### src/rtl/sqrt_arbiter.sv
// Round-robin arbiter that shares one square-root datapath among N_REQ requesters,
// with one operation in flight, a WAIT-state timeout and held responses.
module sqrt_arbiter #(
  parameter int unsigned N_REQ   = 2,
  parameter int unsigned SIG_W   = 8,
  parameter int unsigned RES_W   = 16,
  parameter int unsigned TIMEOUT = 64
) (
  input  logic                   clk,
  input  logic                   rst,
  input  logic [N_REQ-1:0]       req_valid_i,
  output logic [N_REQ-1:0]       req_ready_o,
  input  logic [N_REQ*SIG_W-1:0] req_s_i,
  input  logic [N_REQ-1:0]       req_odd_i,
  input  logic [N_REQ-1:0]       req_inv_i,
  input  logic [N_REQ-1:0]       req_special_i,
  output logic [N_REQ-1:0]       rsp_valid_o,
  input  logic [N_REQ-1:0]       rsp_ready_i,
  output logic [RES_W-1:0]       rsp_res_o,
  output logic                   rsp_err_o,
  output logic                   sqrt_do_o,
  output logic [SIG_W-1:0]       sqrt_s_o,
  output logic                   sqrt_odd_o,
  output logic                   sqrt_inv_o,
  output logic                   sqrt_special_o,
  input  logic                   sqrt_valid_i,
  input  logic [RES_W-1:0]       sqrt_res_i,
  output logic                   busy_o
);

  localparam int unsigned GW = (N_REQ > 1) ? $clog2(N_REQ) : 1;
  localparam int unsigned CW = $clog2(TIMEOUT + 1);

  typedef enum logic [1:0] {IDLE, ISSUE, WAIT, RESP} state_t;

  state_t           state, state_nxt;
  logic [GW-1:0]    last_grant, gnt_q, gnt_idx;
  logic             gnt_found;
  logic [CW-1:0]    cnt;
  logic [SIG_W-1:0] s_q;
  logic             odd_q, inv_q, special_q;
  logic [RES_W-1:0] res_q;
  logic             err_q;
  logic             timeout_hit;

  assign timeout_hit = (cnt == CW'(TIMEOUT - 1));

  // Rotating priority: search upward from the requester after the last one served.
  always_comb begin
    int unsigned cand;
    gnt_found = 1'b0;
    gnt_idx   = '0;
    for (int unsigned i = 0; i < N_REQ; i++) begin
      cand = (32'(last_grant) + 1 + i) % N_REQ;
      if (!gnt_found && req_valid_i[GW'(cand)]) begin
        gnt_found = 1'b1;
        gnt_idx   = GW'(cand);
      end
    end
  end

  always_comb begin
    state_nxt   = state;
    req_ready_o = '0;
    rsp_valid_o = '0;
    case (state)
      IDLE: begin
        if (gnt_found && !rst) begin
          req_ready_o[gnt_idx] = 1'b1;
          state_nxt            = ISSUE;
        end
      end
      ISSUE: state_nxt = WAIT;
      WAIT: begin
        if (sqrt_valid_i || timeout_hit) state_nxt = RESP;
      end
      RESP: begin
        rsp_valid_o[gnt_q] = 1'b1;
        if (rsp_ready_i[gnt_q]) state_nxt = IDLE;
      end
      default: state_nxt = IDLE;
    endcase
  end

  always_ff @(posedge clk) begin
    if (rst) begin
      state      <= IDLE;
      last_grant <= GW'(N_REQ - 1);
      gnt_q      <= '0;
      cnt        <= '0;
      s_q        <= '0;
      odd_q      <= 1'b0;
      inv_q      <= 1'b0;
      special_q  <= 1'b0;
      res_q      <= '0;
      err_q      <= 1'b0;
    end else begin
      state <= state_nxt;
      case (state)
        IDLE: begin
          if (gnt_found) begin
            gnt_q     <= gnt_idx;
            s_q       <= req_s_i[gnt_idx*SIG_W +: SIG_W];
            odd_q     <= req_odd_i[gnt_idx];
            inv_q     <= req_inv_i[gnt_idx];
            special_q <= req_special_i[gnt_idx];
            cnt       <= '0;
          end
        end
        WAIT: begin
          // A result arriving on the timeout cycle still wins over the error.
          if (sqrt_valid_i) begin
            res_q <= sqrt_res_i;
            err_q <= 1'b0;
          end else if (timeout_hit) begin
            res_q <= '0;
            err_q <= 1'b1;
          end else begin
            cnt <= cnt + CW'(1);
          end
        end
        RESP: begin
          if (rsp_ready_i[gnt_q]) last_grant <= gnt_q;
        end
        default: ;
      endcase
    end
  end

  assign sqrt_do_o      = (state == ISSUE);
  assign sqrt_s_o       = s_q;
  assign sqrt_odd_o     = odd_q;
  assign sqrt_inv_o     = inv_q;
  assign sqrt_special_o = special_q;
  assign rsp_res_o      = res_q;
  assign rsp_err_o      = err_q;
  assign busy_o         = (state != IDLE);

endmodule

### config.mk
export PLATFORM = sky130hd
export DESIGN_NAME = sqrt_arbiter
export DESIGN_NICKNAME = d
export VERILOG_FILES = /design/src/rtl/sqrt_arbiter.sv
export SDC_FILE = /design/constraint.sdc
export NUM_CORES = 1
export LEC_CHECK = 0
export CAP_MARGIN = 25
export CELL_PAD_IN_SITES_DETAIL_PLACEMENT = 0
export CELL_PAD_IN_SITES_GLOBAL_PLACEMENT = 1
export CORE_AREA = 2 2 80 82
export DETAILED_ROUTE_END_ITERATION = 7
export DIE_AREA = 0 0 82 84
export GPL_ROUTABILITY_DRIVEN = 0
export PLACE_DENSITY_LB_ADDON = 0.1
export SYNTH_ARGS = -nofsm -noshare
export SYNTH_HDL_FRONTEND = slang
export SYNTH_SLANG_ARGS = --single-unit
export TNS_END_PERCENT = 20
### constraint.sdc
create_clock -name clk -period 1.81 [get_ports clk]
set_input_delay 0.362 -clock clk [delete_from_list [all_inputs] [get_ports clk]]
set_output_delay 0.362 -clock clk [all_outputs]
set_load 0.02 [all_outputs]
==> flow_summary.yaml, run 1 <==
status:
  status: "finished clean"
grt:
  grt_first_pass_wirelength_microns: 7240
  gr-total-overflow: 0
  antenna_found_initial: 0
  grt_max_degree: 27
  grt_usage_pct: 13.4
  grt_pass1_vias: 1579
routing:
  dr.pass1.iters: 5
  drc_errors: 0
  wirelength_microns: 4520
  final_antenna_net_count: 0
  via_count: 1647
  drt_iter0_markers: 43
  wl_per_cell_microns: 13.0
  via_per_inst: 4.73
clock_tree:
  cts_hold_buf: 0
  cts_tree: "yes"
  root_buffer: "clkbuf_8"
  clock_sinks: 39
  clock_latency_ns: 0.29
  clock_path_buffers: 2
  numCtsBuffers: 5
  cts.reportedPaths.clkPinSlew_ns: 0.08
  htreeDepth: 2
pwr:
  p_seq_share_pct: 32.3
  swShare_pct: 37.2
  max-vdd-ir-drop_v: 0.000528
  internal_power_mw: 2.19
  power.density_nw_per_um2: 1210
  p_clk_share_pct: 16.7
  combPwrFrac_pct: 51.1
  power.leakage_nw: 1.12
  p_sw_mw: 1.30
  power_mw: 3.49
sta:
  fin_crit_sh_pct: 94.5
  setup_slack_ns: 0.0998
  slew_headroom_pct: 70.2
  maxSlewViolCount: 0
  setup_viol: 0
  grt_setup_unrepaired: "no"
  worst_slew_pin_slew_ns: 0.447
  period_minus_slack_ns: 1.71
  fmax_ghz: 0.585
  clock_skew_ns: 0.0113
  hold_viol_final: 0
placed_design:
  io_buffers: 78
  dp.cells: 340
  place_ws_ns: -0.316
  dp_hpwl_microns: 3270
synth:
  syn-instance-count: 174
  ys.flop_type: "dfxtp_1"
  synth_top_area_share_pct: 43.0
  synth_nets: 224
  ys_seq_elements: 39
  ys_seq_area_share_pct: 43.0
  yosys.area_share.xor_xnor_pct: 0
  synth.distinct_cells: 44
  ys_top_cells_by_area: "dfxtp_1 (43%), a22o_1 (7.7%), a211oi_2 (6.9%)"
  synth_top_family_by_area: "compound AO/OA/AOI/OAI gates"
  synth_edf_count: 0
  synth_top_area_cell: "dfxtp_1"
  async_flop_share_pct: 0
  syn_area_sq_um: 1820
  synthAdderAreaFrac_pct: 3.45
  synth_area_per_cell_sq_um: 10.4
  synth-simple-area-share_pct: 15.1
  yosysWarnings: 0
  synth.mux.area_fraction_pct: 6.62
  synth_compound_area_share_pct: 27.7
critical_path:
  end_kind: "output port"
  arrival_ns: 1.35
  path_cells: "inv_1, ha_2, inv_2, nor2_2, nand2_1, a21oi_1, buf_4"
  crit_path_max_fanout: 3
  slowest_stage: "dfxtp_1"
  worstPathRequired_ns: 1.45
  path_class: "reg2out"
  critPathMaxStageDelay_ns: 0.31
  crit_path_start_kind: "register"
finish:
  final_nets: 320
  area_growth_pct: 58.9
  multi_input_area_sq_um: 977
  num-fill-cells: 587
  layout_common_cells: "clkdlybuf4s50_1 (72), dfxtp_1 (39), buf_4 (20)"
  final_util_pct: 47.3
  finalNonFillerCells: 348
  num_antenna_cells: 0
  seqCellArea_sq_um: 781
  final_common_cell: "clkdlybuf4s50_1"
  drive_gt1_share_pct: 21.8
floorplanning:
  num_rows: 29
  ios: 79
  coreArea_sq_um: 6100
  die_width_microns: 82
  die_h_microns: 84
  dieArea_sq_um: 6890
  initial_core_util_pct: 29.8
flow_run:
  cap_viol_max_count: 0
min_path:
  hold_path_class: "reg2reg"
[metal layers]
layer,track usage (%),vias to the layer above,share of wire [%]
met3,3.90,5,8.3
met5,0,-,0
met1,16.8,752,45
met4,5.45,0,1.4
li1,-,832,-
met2,21.3,58,46
[flip-flops by register name (all words and copies together) (netlist names)]
register	count
cnt	7
gnt_q	1
last_grant	1
rsp_err_o	1
rsp_res_o	16
sqrt_inv_o	1
sqrt_odd_o	1
sqrt_s_o	8
sqrt_special_o	1
state	2
[cells in the mapped netlist, drive strengths merged, types with 2 or more instances]
library cell,count
nand2b,6
and2,2
o21ai,4
ha,5
mux2i,12
nor3b,3
a211oi,14
o21bai,2
dfxtp,39
buf,9
o32ai,3
a221oi,3
nand2,6
nor2,16
a22o,16
inv,5
nand3,4
a21oi,10
[metrics by stage]
step / setup TNS [ns] / hold slack [ns] / area (sq um)
global route: 0 / 0.465 / 2890
detailed placement: -3.53 / 0.442 / 2800
finish: 0 / 0.448 / 2890
floorplan: 0 / 0.427 / 1820
CTS: 0 / 0.452 / 2880
global placement: -3.32 / 0.441 / 2800
[cells by family (layout without fill, tap and decap cells)]
group,Yosys count,count (layout)
AND/OR/NAND/NOR,46,46
multiplexers,12,12
AO/OA/AOI/OAI,58,58
buffers and inverters,14,111
flip-flops,39,39
adder cells (fa/ha/maj),5,5
[path summary, 6_finish.rpt]
path | from | endpoint | depth (start not counted) | slack, ns
setup reg to reg | state[0] | cnt[5] | 8 | 0.16
setup / recovery | state[1] | req_ready_o[0] | 7 | 0.1
hold reg to reg | cnt[6] | cnt[6] | 2 | 0.45
hold / removal | cnt[6] | cnt[6] | 2 | 0.45
[worst max-delay path, delay by kind of cell, from the launching register on]
family | cells | cell delay (ns)
adder cells (fa/ha/maj) | 1 | 0.19
buffers and inverters | 3 | 0.29
flip-flops | 1 | 0.31
AND/OR/NAND/NOR | 2 | 0.15
AO/OA/AOI/OAI | 1 | 0.12
[cell type report]
cell class | instances | share of cell area [%]
Tap cell | 77 | 3.34
Sequential cell | 39 | 27.1
Clock buffer | 5 | 2.39
Inverter | 5 | 0.650
Clock inverter | 3 | 0.694
Timing Repair Buffer | 98 | 32.0
Multi-Input combinational cell | 121 | 33.9
[power by group through the flow]
stage	sequential (mW)	clock [mW]	combinational [mW]
6_report	1.13	0.581	1.78
3_3_place_gp	1.14	0	1.80
4_1_cts	1.13	0.615	1.78
5_1_grt	1.15	0.646	1.95
3_5_place_dp	1.14	0	1.80
2_1_floorplan	1.31	0	0.851
[what timing repair did]
item	in CTS	in global routing
buffers inserted	0	0
pin swaps	0	2
endpoints found under the setup margin	8	9
gates resized for setup	13	10
Note: power is estimated with default switching activity, not from simulation.
==> inputs of run 2 (changes only) <==
- GPL_ROUTABILITY_DRIVEN: 0 -> unset
==> results of run 2 <==
Final layout, timing and power as in run 1 (identical DEF).
